## src/rtl/pdm_pkg.sv

```systemverilog
// Shared constants and elaboration helpers for the PDM capture front end.
// Holds the CIC width rule, the PDM bit-to-level mapping and the parameter legality checks.
package pdm_pkg;

    localparam int PDM_LEVEL_ONE  = 1;
    localparam int PDM_LEVEL_ZERO = -1;

    // Bit growth of an order-N CIC with ratio R is N*log2(R); two extra bits cover the sign and +/-R^N.
    function automatic int cic_width(input int decim, input int order);
        return order * $clog2(decim) + 2;
    endfunction

    function automatic bit is_pow2(input int value);
        return (value > 0) && ((value & (value - 1)) == 0);
    endfunction

    function automatic bit params_legal(input int clk_div, input int decim,
                                        input int order, input int tdata_width);
        return (clk_div >= 4) && (clk_div % 2 == 0) &&
               (decim >= 2) && is_pow2(decim) &&
               (order >= 1) && (order <= 6) &&
               (tdata_width >= cic_width(decim, order));
    endfunction

endpackage

```

## src/rtl/pdm_cic_decimator_if.sv

```systemverilog
// AXI4-Stream sample channel carrying signed PCM out of the decimator.
interface pdm_cic_decimator_if #(
    parameter int TDATA_WIDTH = 32
) ();

    logic                   tvalid;
    logic                   tready;
    logic [TDATA_WIDTH-1:0] tdata;

    modport master (output tvalid, output tdata, input tready);
    modport slave  (input tvalid, input tdata, output tready);

endinterface

```

## src/rtl/pdm_clkgen.sv

```systemverilog
// Microphone clock divider, pdm_data synchronizer and per-period sample strobe.
module pdm_clkgen #(
    parameter int CLK_DIV = 40
) (
    input  logic aclk,
    input  logic resetn,
    input  logic enable,
    input  logic pdm_data,
    output logic pdm_clk,
    output logic strobe,
    output logic pdm_bit
);

    localparam int DIV_W = $clog2(CLK_DIV);

    logic [DIV_W-1:0] div_cnt;
    logic [DIV_W-1:0] div_next;
    logic             sync_meta;
    logic             sync_bit;

    assign div_next = (div_cnt == DIV_W'(CLK_DIV - 1)) ? '0 : div_cnt + 1'b1;

    // pdm_clk is derived from the next count so the registered clock lines up with div_cnt.
    always_ff @(posedge aclk) begin
        if (!resetn || !enable) begin
            div_cnt <= '0;
            pdm_clk <= 1'b0;
        end else begin
            div_cnt <= div_next;
            pdm_clk <= (div_next >= DIV_W'(CLK_DIV / 2));
        end
    end

    always_ff @(posedge aclk) begin
        if (!resetn) begin
            sync_meta <= 1'b0;
            sync_bit  <= 1'b0;
        end else begin
            sync_meta <= pdm_data;
            sync_bit  <= sync_meta;
        end
    end

    assign strobe  = enable && (div_cnt == DIV_W'(CLK_DIV - 1));
    assign pdm_bit = sync_bit;

endmodule

```

## src/rtl/pdm_cic_decimator.sv

```systemverilog
// PDM microphone front end: clock generation, CIC decimation and a one-beat AXI4-Stream output.
// Integrators run at the PDM rate; combs run once per decimation event, one cycle after it.
module pdm_cic_decimator
    import pdm_pkg::*;
#(
    parameter int CLK_DIV     = 40,
    parameter int DECIM       = 64,
    parameter int CIC_ORDER   = 4,
    parameter int TDATA_WIDTH = 32
) (
    input  logic                        aclk,
    input  logic                        resetn,
    input  logic                        enable,
    output logic                        pdm_clk,
    input  logic                        pdm_data,
    pdm_cic_decimator_if.master         m_axis,
    output logic                        overflow
);

    localparam int CIC_W  = cic_width(DECIM, CIC_ORDER);
    localparam int DEC_W  = $clog2(DECIM);
    localparam int WARM_W = $clog2(CIC_ORDER + 1);

    if (!params_legal(CLK_DIV, DECIM, CIC_ORDER, TDATA_WIDTH)) begin : g_illegal
        $error("pdm_cic_decimator: illegal CLK_DIV/DECIM/CIC_ORDER/TDATA_WIDTH combination");
    end

    logic                    strobe;
    logic                    pdm_bit;
    logic signed [CIC_W-1:0] x_val;
    logic [DEC_W-1:0]        dec_cnt;
    logic [WARM_W-1:0]       warm_cnt;
    logic                    comb_go;
    logic                    enable_q;
    logic                    emit;
    logic signed [CIC_W-1:0] integ_sum [CIC_ORDER+1];
    logic signed [CIC_W-1:0] comb_diff [CIC_ORDER+1];
    logic signed [CIC_W-1:0] integ_out;
    logic signed [CIC_W-1:0] comb_out;

    pdm_clkgen #(
        .CLK_DIV (CLK_DIV)
    ) u_clkgen (
        .aclk     (aclk),
        .resetn   (resetn),
        .enable   (enable),
        .pdm_data (pdm_data),
        .pdm_clk  (pdm_clk),
        .strobe   (strobe),
        .pdm_bit  (pdm_bit)
    );

    assign x_val = pdm_bit ? CIC_W'(PDM_LEVEL_ONE) : CIC_W'(PDM_LEVEL_ZERO);

    // Each integrator adds the freshly updated value of the stage before it.
    assign integ_sum[0] = x_val;
    for (genvar k = 0; k < CIC_ORDER; k++) begin : g_integ
        logic signed [CIC_W-1:0] acc;

        assign integ_sum[k+1] = acc + integ_sum[k];

        always_ff @(posedge aclk) begin
            if (!resetn || !enable) begin
                acc <= '0;
            end else if (strobe) begin
                acc <= integ_sum[k+1];
            end
        end

        if (k == CIC_ORDER - 1) begin : g_last
            assign integ_out = acc;
        end
    end

    assign comb_diff[0] = integ_out;
    for (genvar k = 0; k < CIC_ORDER; k++) begin : g_comb
        logic signed [CIC_W-1:0] dly;

        assign comb_diff[k+1] = comb_diff[k] - dly;

        always_ff @(posedge aclk) begin
            if (!resetn || !enable) begin
                dly <= '0;
            end else if (comb_go) begin
                dly <= comb_diff[k];
            end
        end
    end

    assign comb_out = comb_diff[CIC_ORDER];

    // The first CIC_ORDER combs only flush start-up transients, so they are computed but never emitted.
    always_ff @(posedge aclk) begin
        if (!resetn) begin
            dec_cnt  <= '0;
            warm_cnt <= '0;
            comb_go  <= 1'b0;
            enable_q <= 1'b0;
        end else begin
            enable_q <= enable;
            if (!enable) begin
                dec_cnt  <= '0;
                warm_cnt <= '0;
                comb_go  <= 1'b0;
            end else begin
                comb_go <= strobe && (dec_cnt == DEC_W'(DECIM - 1));
                if (strobe) begin
                    dec_cnt <= dec_cnt + 1'b1;
                end
                if (comb_go && (warm_cnt != WARM_W'(CIC_ORDER))) begin
                    warm_cnt <= warm_cnt + 1'b1;
                end
            end
        end
    end

    assign emit = enable && comb_go && (warm_cnt == WARM_W'(CIC_ORDER));

    // A new sample may overwrite a beat only in the cycle that beat is accepted; otherwise it is lost.
    always_ff @(posedge aclk) begin
        if (!resetn) begin
            m_axis.tvalid <= 1'b0;
            m_axis.tdata  <= '0;
            overflow      <= 1'b0;
        end else begin
            if (emit && (!m_axis.tvalid || m_axis.tready)) begin
                m_axis.tvalid <= 1'b1;
                m_axis.tdata  <= TDATA_WIDTH'(comb_out);
            end else if (m_axis.tvalid && m_axis.tready) begin
                m_axis.tvalid <= 1'b0;
            end

            if (enable && !enable_q) begin
                overflow <= 1'b0;
            end else if (emit && m_axis.tvalid && !m_axis.tready) begin
                overflow <= 1'b1;
            end
        end
    end

endmodule

```

## src/flat_wrapper.sv

```systemverilog
// flat-port wrapper written by rule: the top's interface ports become plain ports
module pdm_cic_decimator_flat import pdm_pkg::*;
#(
    parameter int CLK_DIV     = 40,
    parameter int DECIM       = 64,
    parameter int CIC_ORDER   = 4,
    parameter int TDATA_WIDTH = 32
)
  (aclk, resetn, enable, pdm_clk, pdm_data, overflow, m_axis_tvalid, m_axis_tdata, m_axis_tready);
  pdm_cic_decimator_if #(.TDATA_WIDTH(TDATA_WIDTH)) m_axis_i ();
  input  logic aclk;
  input  logic resetn;
  input  logic enable;
  output logic pdm_clk;
  input  logic pdm_data;
  output logic overflow;
  output wire logic [$bits(m_axis_i.tvalid)-1:0] m_axis_tvalid;
  output wire logic [$bits(m_axis_i.tdata)-1:0] m_axis_tdata;
  input wire logic [$bits(m_axis_i.tready)-1:0] m_axis_tready;
  assign m_axis_tvalid = m_axis_i.tvalid;
  assign m_axis_tdata = m_axis_i.tdata;
  assign m_axis_i.tready = m_axis_tready;
  pdm_cic_decimator #(.CLK_DIV(CLK_DIV), .DECIM(DECIM), .CIC_ORDER(CIC_ORDER), .TDATA_WIDTH(TDATA_WIDTH)) u_core (.aclk(aclk), .resetn(resetn), .enable(enable), .pdm_clk(pdm_clk), .pdm_data(pdm_data), .m_axis(m_axis_i), .overflow(overflow));
endmodule
```

## config.mk

```make
export PLATFORM = sky130hd
export DESIGN_NAME = pdm_cic_decimator_flat
export DESIGN_NICKNAME = d
export VERILOG_FILES = /design/src/rtl/pdm_pkg.sv /design/src/rtl/pdm_cic_decimator_if.sv /design/src/rtl/pdm_clkgen.sv /design/src/rtl/pdm_cic_decimator.sv /design/src/flat_wrapper.sv
export SDC_FILE = /design/constraint.sdc
export NUM_CORES = 1
export LEC_CHECK = 0
export ABC_AREA = 0
export CAP_MARGIN = 40
export CORE_AREA = 4 4 163 243
export CTS_CLUSTER_SIZE = 12
export DETAILED_ROUTE_END_ITERATION = 8
export DIE_AREA = 0 0 167 247
export MAX_ROUTING_LAYER = met4
export PLACE_DENSITY = 0.66
export SLEW_MARGIN = 20
export SYNTH_ARGS = -nofsm -noshare
export SYNTH_HDL_FRONTEND = slang
export SYNTH_SLANG_ARGS = --single-unit
```

## constraint.sdc

```tcl
create_clock -name aclk -period 8.1 [get_ports aclk]
set_input_delay 1.215 -clock aclk [delete_from_list [all_inputs] [get_ports aclk]]
set_output_delay 1.215 -clock aclk [all_outputs]
set_load 0.1 [all_outputs]
```

Word-level counts from Yosys, hierarchy flattened
Index checks and enable logic that the tools add are counted.

storage, ports and cells
  register bits = 256
  bits of input ports = 5
  output and inout port bits = 35

operators by class
  bitwise gates (word level) = 1
  eq/ne operators = 4
  reduce and logical (&&, ||, !) cells = 20
  magnitude comparators = 1
  add/sub/neg operators = 11
  multiplexer cells = 4

operator list
  kind                                                               number
  adder 26 bit                                                       4
  subtractor 26 bit                                                  4
  2-to-1 mux 26 bit                                                  1
  adder 6 x 1 -> 6 bit, second input constant                        2
  == test 6 bit, second input constant                               2
  logical AND 1 bit                                                  10
  greater-or-equal comparator 6 x 5 -> 1 bit, second input constant  1
  2-to-1 mux 6 bit                                                   1
  logical NOT 1 bit                                                  5
  adder 3 x 1 -> 3 bit, second input constant                        1
  == test 3 bit, second input constant                               1
  inequality test 3 bit, second input constant                       1
  logical OR 1 bit                                                   2
  2-to-1 mux 1 bit                                                   2
  AND reduction 2 bit                                                1
  nonzero test 2 bit                                                 1
  OR reduction 2 bit                                                 1
  NOT 1 bit                                                          1

Longest topological paths before layout
Gate-level depths: netlist of run 1.

  word-level depth = 5
  depth in mapped cells = 39

Cells and area by module
A second synthesis of run 1 with hierarchy kept.

unflattened totals
  cell total of the unflattened synthesis = 2334
  area, all modules = 19182.1 µm²

by module, submodules not included
  module             area each (µm²)  cells an instance  instances  seq. area each (µm²)
  pdm_cic_decimator  18773.0          2293               1          4944.7
  pdm_clkgen         409.1            41                 1          180.2

Worst setup path before layout of run 1
OpenSTA, ideal clock, no wires.

  kind = register to register
  from = reg u_core.u_clkgen.sync_bit, in the netlist u_core.u_clkgen.pdm_bit
  to = reg u_core.g_integ[3].acc[23]
  setup slack = 1.145 ns
  path buffers = 0
  arrival = 6.885 ns
  stages on the path, launching flop included = 37
  required time = 8.030 ns
  path through = dfxtp_1 -> inv_1 -> ha_1 -> nor2b_1 -> o21ai_1 -> a21oi_1 -> o21ai_0 -> o21ba_2 -> xnor2_1 -> ha_1 -> and2_1 -> or2_1 -> a41oi_1 -> o21bai_1 -> a21oi_1 -> xnor2_1 -> ha_1 -> or3_1 -> o211ai_1 -> nand2_1 -> o21a_1 -> o21ai_0 -> nand2b_1 -> a21oi_1 -> xnor2_1 -> ha_1 -> nand4_1 -> inv_1 -> a221oi_1 -> nand3_1 -> o31ai_1 -> o21ai_1 -> a21o_1 -> a21oi_1 -> xnor2_1 -> nand2_1 -> a21oi_1

RTL lines
  what                    RTL line                 text
  start, declared         pdm_clkgen.sv:19         logic sync_bit;
  start signal, assigned  pdm_clkgen.sv:40         sync_bit <= sync_meta;
  end signal, assigned    pdm_cic_decimator.sv:66  acc <= integ_sum[k+1];
  end, declared           pdm_cic_decimator.sv:58  logic signed [CIC_W-1:0] acc;

==> results of run 1 <==
## worst paths after layout
kind	start	endpoint	slack, ps
max	u_core.g_integ[3].acc[0]	u_core.m_axis.tdata[25]	540
min reg2reg	u_core.dec_cnt[5]	u_core.comb_go	450
min	u_core.dec_cnt[5]	u_core.comb_go	450
max reg2reg	u_core.g_integ[3].acc[0]	u_core.m_axis.tdata[25]	540
## logic make-up after synthesis
group / share of synthesized area
buffers and inverters: 0.04876
muxes: 0.05180
AOI/OAI and AO/OA: 0.2037
and+or+nand+nor: 0.1798
DFF: 0.2763
adders and majority gates: 0.1489
xor gates and xnor gates: 0.09078
## through the flow
step / setup slack, ps / power, W / hold WS (ps) / instances / utilization
after floorplan: 1145 / 0.001381 / 411.9 / 2335 / -
after global placement: 810.0 / 0.001405 / 432.3 / 2797 / 0.5154
after detailed placement: 567.3 / 0.001409 / 443.9 / 2836 / 0.5324
after CTS: 492.9 / 0.002719 / 455.1 / 2889 / 0.5576
after global routing: 6.158 / 0.002775 / 474.4 / 2890 / 0.5589
final: 544.4 / 0.002670 / 449.6 / 2890 / 0.5589
## timing repair
item                                    CTS  global route
gates resized for setup                   0             9
setup buffers                             0             1
endpoints found under the setup margin    0             3
## Yosys cell counts, types with 6 or more instances
library cell / n
nand2_1: 268
dfxtp_1: 256
nor2_1: 243
a21oi_1: 228
ha_1: 208
inv_1: 157
xnor2_1: 133
mux2i_1: 96
o21ai_0: 71
a21o_1: 66
clkbuf_1: 59
xor2_1: 54
nand3_1: 40
nor3_1: 38
o21ai_1: 36
and2_1: 27
a211oi_1: 26
o21a_1: 26
nand2b_1: 25
o21bai_1: 25
nor2b_1: 21
nand4_1: 20
and3_1: 15
a31oi_1: 14
buf_1: 13
o31ai_1: 13
or3_1: 13
o211ai_1: 11
fa_1: 8
a211o_1: 7
a31o_1: 7
a21boi_0: 6
a21boi_1: 6
a31o_2: 6
buf_4: 6
## registers in the layout, indices dropped and copies added (netlist names)
register / cells
u_core.m_axis.tvalid: 1
u_core.overflow: 1
u_core.g_comb.dly: 104
u_core.enable_q: 1
u_core.u_clkgen.pdm_clk: 1
u_core.dec_cnt: 6
u_core.u_clkgen.div_cnt: 6
u_core.u_clkgen.pdm_bit: 1
u_core.m_axis.tdata: 26
u_core.comb_go: 1
u_core.u_clkgen.sync_meta: 1
u_core.warm_cnt: 3
u_core.g_integ.acc: 104
## layer usage
layer,vias to the layer above,global-route usage
met5,-,-
met4,0,0.07079
met3,80,0.01887
met2,198,0.3820
met1,7238,0.2045
li1,8242,-
## power by group
group / internal (W) / leakage (nW) / total [W] / switching (W)
Combinational: 0.0000417 / 5.89 / 0.000121 / 0.0000795
Sequential: 0.00126 / 2.06 / 0.00126 / 0.000000713
Clock: 0.000760 / 0.467 / 0.00129 / 0.000529
Total: 0.00206 / 8.42 / 0.00267 / 0.000609
## layout make-up
cell class,count,share of cell area
repair buffers,91,0.05437
inverters,157,0.02808
multi-input cells,1844,0.5991
clock inverters,11,0.004233
clock buffers,42,0.04072
flip-flops and latches,256,0.2444
well taps,489,0.02915
## critical path: cells and delay by family, from the launching register on
family | cells | cell delay (ps)
fa+ha+maj | 5 | 1420
xor+xnor | 3 | 430
flops | 1 | 340
buf+inv | 2 | 120
compound gates | 17 | 3670
simple gates | 6 | 1330
mux | 1 | 130
==> results.md, run 1 <==
* Period minus WS final at ~7600 ps
* #FFs+latches synth at between 200 and 300
* Most used DFF post-synth: dfxtp_1
* Commonest non-fill, non-tap cell in the layout: nand2_1
* Die area at 41250 um2
* DP Area at 20000 um2
* Top layer in use: met4
* CP Launch Type: flop
* Most frequent cells in the layout: 267 x nand2_1, 255 x dfxtp_1, 243 x nor2_1
* Clock Path Buffers at 3
* Setup Skew at 24.27 ps
* Sequential area share after synthesis at 0.2763
* N_diodes at 0
* Routed WL at 40120 um
* First-pass GRT wire length at 68930 um
* Crit end category: flop
* Layout Nets at 2600
* Vias in the first global route at 15470
* Slew headroom at 0.4162
* Total negative slack at 0 ps
* TritonCTS clock tree: done
* Crit-path max cell delay at around 460 ps
* Pin count of the biggest net entering global routing at 150
* Via/cell ratio at 5.453
* Global route overflow at 0
* Routed met3 length at 1041 um
* Cell Area, Synth at roughly 19000 um2
* WS Path Type: flop to flop
* IO Port Bufs at 39
* Synth Instances at between 2000 and 2500
* Met1 WL at about 16000 um
* Share of cells above drive strength 1 at 0.05456
* Synth async-reset ratio at 0
* LEAKAGE at between 8 and 9 nW
* Hold Fails Final Rpt at 0
* Area of the multi-input gates at 12570 um2
* Clock Tree Root: clkbuf_16
* Core ar. at 37550 um2
* Initial core utilization at 0.4940
* Site row count at 87
* Worst path slowest cell: o41ai_2
* WL met2 at about 21000 um
* RSZ-0062 raised after global routing: false
* Required @ worst endpoint at between 8000 and 9000 ps
* Vias at 15760
* Clk pin slew, worst setup/hold paths at 60 ps
* R2R depth at 34
* Die width at 167 um
* TritonRoute pass-1 iters at 6
* Final setup fails at 0
* Initial antenna violation count at 1
* Die H at 247 um
* Min-delay worst type: flop to flop
* Max Clock Freq at 132.4 MHz
* MaxCap Viol Count at 0
* Sequential cell area at 5129 um2
* CTS H-tree depth at 1
* Ports at 40
* Slew Viols, Final at 0
* GP Congestion at 0.8753
* CTS Buf Count at 29
* Peak supply drop at 0.1603 mV
* Antenna viol nets, final at 0
* DRC at 0
* Final Instance Area at 20990 um2
* Worst Max-Slew Pin Slew at 875.6 ps
* Synth Net Count at between 2000 and 3000
* Outcome: finished, final reports clean
* DP Wirelength at 29910 um
* Fill count at 3457
* Worst-skew pair later-pin latency at approximately 570 ps
* Number of unique standard cell types used by synthesis at 75
* Syn avg cell area at 7.945 um2
* Fin crit share at 0.9328
* Synth top area cells: dfxtp_1 28%, ha_1 14%, xnor2_1 6.3%
* 1st-iter DRT viols at approximately 680
* Leading area contributor after synthesis: dfxtp_1
* Ys Warns at 0
* Hold_buf cts at 0
* WL/cell at 13.88 um
* GRT Util Overall at 0.1966
* Layout area overhead at 13.13%
* Hold Path Stages at 2
* Worst EP arrival at between 8000 and 9000 ps
* Sinks on the clock net at ~260
* Power per cell area at 127.2 nW/um2
* Number of flops mapped to enable cells by yosys at 0
* CP max FO at 6
* Area share of the leading cell type in the synthesized netlist at 0.2763
No activity file was read; power rests on OpenSTA's default activity.
==> run 2, diff against run 1 <==
Settings changed: CORE_AREA 4 4 163 243 to 4 4 181 271, DIE_AREA 0 0 167 247 to 0 0 185 275, PLACE_DENSITY 0.66 to not set.
==> results.md, run 2 (synthesized netlist as in run 1, its figures left out) <==
* Outcome: finished, final reports clean
* Hold_buf cts at 0
* WS Path Type: flop to flop
* Peak supply drop at 0.1390 mV
* Vias at roughly 16000
* Max Clock Freq at 133.9 MHz
* Antenna viol nets, final at 0
* IO Port Bufs at 39
* Fill count at ~4500
* Clk pin slew, worst setup/hold paths at 60 ps
* CTS Buf Count at 30
* DRC at 0
* Setup Skew at 12.27 ps
* Via/cell ratio at 5.258
* Worst path slowest cell: or4b_1
* Period minus WS final at 7467 ps
* Die width at around 190 um
* Required @ worst endpoint at 8610 ps
* Crit-path max cell delay at 460 ps
* CP max FO at 6
* Ports at 40
* Crit end category: flop
* Worst-skew pair later-pin latency at 570 ps
* DP Wirelength at 30240 um
* Clock Path Buffers at 3
* Most frequent CP cell: a21oi_1
* MaxCap Viol Count at 0
* Slew Viols, Final at 0
* Share of cells above drive strength 1 at 0.05523
* TritonCTS clock tree: done
* Worst EP arrival at between 7000 and 8000 ps
* Site row count at 97
* Total negative slack at 0 ps
* Routed WL at 40730 um
* GP Congestion at 0.8766
* Core ar. at 46600 um2
* GRT Util Overall at 0.1613
* Layout Nets at between 2000 and 3000
* WL/cell at between 10 and 15 um
* TritonRoute pass-1 iters at 5
* 1st-iter DRT viols at 554
* Hold Fails Final Rpt at 0
* Initial antenna violation count at 0
* First-pass GRT wire length at 69030 um
* Power per cell area at 132.3 nW/um2
* Global route overflow at 0
* Total power at 0.002817 W
* Commonest non-fill, non-tap cell in the layout: nand2_1
* Worst Max-Slew Pin Slew at approximately 770 ps
* Layout area overhead at 14.76%
* Die area at 50880 um2
* LEAKAGE at around 8.5 nW
* CTS H-tree depth at 1
* R2r setup slk at ~630 ps
* Largest regs: u_core.g_comb.dly (104), u_core.g_integ.acc (104), u_core.m_axis.tdata (26)
* Pin count of the biggest net entering global routing at 149
* CP Launch Type: flop
* Final setup fails at 0
* Sinks on the clock net at 256
* Vias in the first global route at about 15000
* Fin crit share at 0.9219
* Die H at 275 um
* N_diodes at 0
* Most frequent cells in the layout: 267 x nand2_1, 255 x dfxtp_1, 243 x nor2_1
* Clock Tree Root: clkbuf_16
* Initial core utilization at 0.3981
* Slew headroom at 0.4766
* Min-delay worst type: flop to flop
==> run 2: cell count changes in the layout (fill, tap and decap cells not counted), sizes merged <==
cell / before / now
clkbuf: 42 / 47
buf: 52 / 56
bufinv: 1 / 4
clkinv: 7 / 5
clkinvlp: 2 / 0
inv: 158 / 157
==> run 2: worst max-delay path, delay by kind of cell, from the launching register on <==
| kind | cells | cell delay [ps] |
|---|---|---|
| XOR/XNOR | 3 | 440 |
| multiplexers | 1 | 150 |
| buffers and inverters | 2 | 110 |
| AO/OA/AOI/OAI | 17 | 3630 |
| AND/OR/NAND/NOR | 6 | 1320 |
| adder cells (fa/ha/maj) | 5 | 1420 |
| flip-flops | 1 | 340 |
==> run 2: through the flow <==
stage | cells | area [um2] | setup WS, ps | hold WS (ps) | util
after global routing | 3002 | 21290 | -13.27 | 477.2 | 0.4568
after floorplan | 2335 | 18550 | 1145 | 411.9 | -
after CTS | 2999 | 21220 | 572.2 | 461.8 | 0.4553
after global placement | 2904 | 19500 | 718.0 | 441.9 | 0.4184
after detailed placement | 2943 | 20160 | 584.8 | 451.2 | 0.4326
final | 3002 | 21290 | 633.0 | 458.7 | 0.4568
==> run 2: report_power, final <==
group          switching [W]  internal (W)  leakage (nW)
Clock               0.000535      0.000897         0.525
Sequential       0.000000694       0.00126          2.06
Combinational      0.0000804     0.0000437          5.91
Total               0.000616       0.00220          8.49
==> run 2: timing repair <==
item	4_1_cts	5_1_grt
setup endpoints to repair	0	3
buffers inserted	0	2
resized for setup	0	8
endpoints found under the hold margin	0	0
==> run 2: layout make-up <==
cell class / count / area (um2) / area share
Tap cell: 594 / 743.2 / 0.03491
Timing Repair Buffer: 95 / 1209 / 0.05677
Multi-Input combinational cell: 1844 / 12560 / 0.5899
Inverter: 157 / 589.3 / 0.02768
Clock inverter: 9 / 145.1 / 0.006817
Sequential cell: 256 / 5129 / 0.2409
Clock buffer: 47 / 915.9 / 0.04302
==> run 2: per-layer routing <==
| metal | track usage | vias to the layer above | part of all wire |
|---|---|---|---|
| met5 | - | - | 0 |
| met4 | 0.04329 | 0 | 0.021 |
| met3 | 0.01799 | 66 | 0.026 |
| met2 | 0.3190 | 202 | 0.54 |
| met1 | 0.1657 | 7266 | 0.41 |
| li1 | - | 8251 | - |
==> run 2: path summary, 6_finish.rpt <==
| path | start | end | cells after the start |
|---|---|---|---|
| hold reg to reg | u_core.m_axis.tdata[18] | u_core.m_axis.tdata[18] | 2 |
| setup reg to reg | u_core.g_integ[3].acc[0] | u_core.m_axis.tdata[25] | 34 |
| setup / recovery | u_core.g_integ[3].acc[0] | u_core.m_axis.tdata[25] | 34 |
| hold / removal | u_core.m_axis.tdata[18] | u_core.m_axis.tdata[18] | 2 |
==> run 3, diff against run 2 <==
Settings changed: CTS_BUF_LIST set to sky130_fd_sc_hd__clkbuf_4, GPL_ROUTABILITY_DRIVEN set to 1.
==> results.md, run 3 (synthesized netlist as in run 1, its figures left out) <==
* MaxCap Viol Count at 0
* Peak supply drop at 0.07678 mV
* Final setup fails at 0
* Most frequent cells in the layout: 267 x nand2_1, 255 x dfxtp_1, 243 x nor2_1
* Final Instance Area at 21150 um2
* 1st-iter DRT viols at 509
* Power per cell area at approximately 120 nW/um2
* Commonest non-fill, non-tap cell in the layout: nand2_1
* FF-to-FF Start: u_core.g_integ[3].acc[0]
* WL/cell at 13.44 um
* Slew Viols, Final at 0
* R2r setup slk at between 600 and 700 ps
* Largest regs: u_core.g_comb.dly (104), u_core.g_integ.acc (104), u_core.m_axis.tdata (26)
* Buffers & Inverters on Critical Path at 2
* Clk pin slew, worst setup/hold paths at 60 ps
* Initial antenna violation count at 1
* Worst EP arrival at 8160 ps
* IO Port Bufs at 39
* Via/cell ratio at 5.209
* Routed WL at between 40000 and 50000 um
* Required @ worst endpoint at about 9000 ps
* Clock Path Buffers at 3
* Period minus WS final at 7488 ps
* CTS Buf Count at 74
* WHS Endpoint: u_core.m_axis.tdata[18]
* GRT Util Overall at 0.1650
* Min-delay worst type: flop to flop
* DRC at 0
* CP max FO at 8
* Fin crit share at 0.9245
* Worst path slowest cell: or3_1
* Worst Max-Slew Pin Slew at 771.6 ps
* GP Congestion at 0.8766
* Clock Tree Root: clkbuf_4
* DP Wirelength at 30240 um
* R2R depth at 37
* Most frequent CP cell: a21oi_1
* TritonRoute pass-1 iters at 5
* Sinks on the clock net at 256
* Crit-path max cell delay at between 400 and 500 ps
* CTS H-tree depth at 3
* Max Clock Freq at 133.5 MHz
* Core ar. at 46600 um2
* Share of cells above drive strength 1 at 0.07705
* First-pass GRT wire length at roughly 70000 um
* Global route overflow at 0
* Antenna viol nets, final at 0
* Ports at 40
* Die width at 185 um
* RR Endpoint: u_core.m_axis.tdata[25]
* DP Area at approximately 20000 um2
* Die area at 50880 um2
* Vias at 16010
* Final Util at 0.4539
* Slew headroom at 0.4789
* Setup Skew at 52.13 ps
* Crit end category: flop
* Hold Path Stages at 2
* Layout Nets at about 2700
* Vias in the first global route at 15800
* Fill count at 4632
* Layout area overhead at 14.02%
* Initial core utilization at 0.3981
* WS Path Type: flop to flop
* Worst Min Path Start: u_core.m_axis.tdata[18]
* Hold WS at 457.7 ps
* Hold Fails Final Rpt at 0
* Die H at around 280 um
* CP Launch Type: flop
* Outcome: finished, final reports clean
* TritonCTS clock tree: done
* Hold_buf cts at 0
* Kind of cell adding the most delay to the critical path: compound AO/OA/AOI/OAI gates
* LEAKAGE at about 8.5 nW
* Worst-skew pair later-pin latency at 750 ps
* Total power at 0.002603 W
* Site row count at 97
* Pin count of the biggest net entering global routing at around 150
==> run 3: cell types whose count changed in the layout (fill, tap and decap cells not counted), moves of 2 or more <==
cell       previous run  this run
clkbuf_4              0        95
clkbuf_16            31         0
clkinv_1              0        21
clkbuf_1              8         0
clkbuf_8              8         0
inv_2                 0         2
==> run 3: layout make-up <==
class / instances / area [um2] / area share
multi-input cells: 1844 / 12560 / 0.5937
flip-flops and latches: 256 / 5129 / 0.2425
repair buffers: 96 / 1216 / 0.05749
well taps: 594 / 743.2 / 0.03514
clock buffers: 95 / 713.2 / 0.03372
inverters: 157 / 589.3 / 0.02786
clock inverters: 31 / 201.4 / 0.009523
diodes: 1 / 2.502 / 0.0001183
==> run 3: timing repair <==
action,CTS,global route
buffers inserted,0,3
resized for setup,0,8
endpoints found under the setup margin,0,3
==> run 3: per-stage QoR <==
stage	worst slack [ps]	TNS [ps]	instances
5_1_grt	-11.56	-11.56	3074
3_3_place_gp	718.0	0	2904
4_1_cts	536.2	0	3069
2_1_floorplan	1145	0	2335
6_report	611.7	0	3074
3_5_place_dp	584.8	0	2943
==> run 3: how the worst max path moves through the flow <==
stage | from | endpoint | slack (ps) | depth (start not counted)
after floorplan | u_core.u_clkgen.pdm_bit | u_core.g_integ[3].acc[23] | 1140 | 36
after global placement | u_core.g_integ[0].acc[0] | u_core.g_integ[3].acc[23] | 720 | 37
after detailed placement | u_core.g_integ[3].acc[0] | u_core.m_axis.tdata[25] | 580 | 34
after CTS | u_core.g_integ[3].acc[0] | u_core.m_axis.tdata[25] | 540 | 33
after global routing | u_core.g_integ[3].acc[0] | u_core.m_axis.tdata[25] | -10 | 36
final | u_core.g_integ[3].acc[0] | u_core.m_axis.tdata[25] | 610 | 37
==> run 3: power breakdown <==
part | switching (W) | internal [W]
clock network | 0.000575 | 0.000643
registers | 0.000000706 | 0.00126
logic | 0.0000804 | 0.0000437
==> run 3: per-layer routing <==
metal,vias to the layer above,track usage,share of wire
met3,85,0.02619,0.029
li1,8390,-,-
met2,205,0.3164,0.53
met4,0,0.06436,0.026
met1,7333,0.1645,0.41
met5,-,-,0
==> run 3: worst register-to-register path: cells and delay by family (launching register included) <==
kind | cells | cell delay, ps
adder cells (fa/ha/maj) | 5 | 1440
AO/OA/AOI/OAI | 18 | 3530
AND/OR/NAND/NOR | 7 | 1140
XOR/XNOR | 3 | 460
flip-flops | 1 | 340
multiplexers | 2 | 360
buffers and inverters | 2 | 110
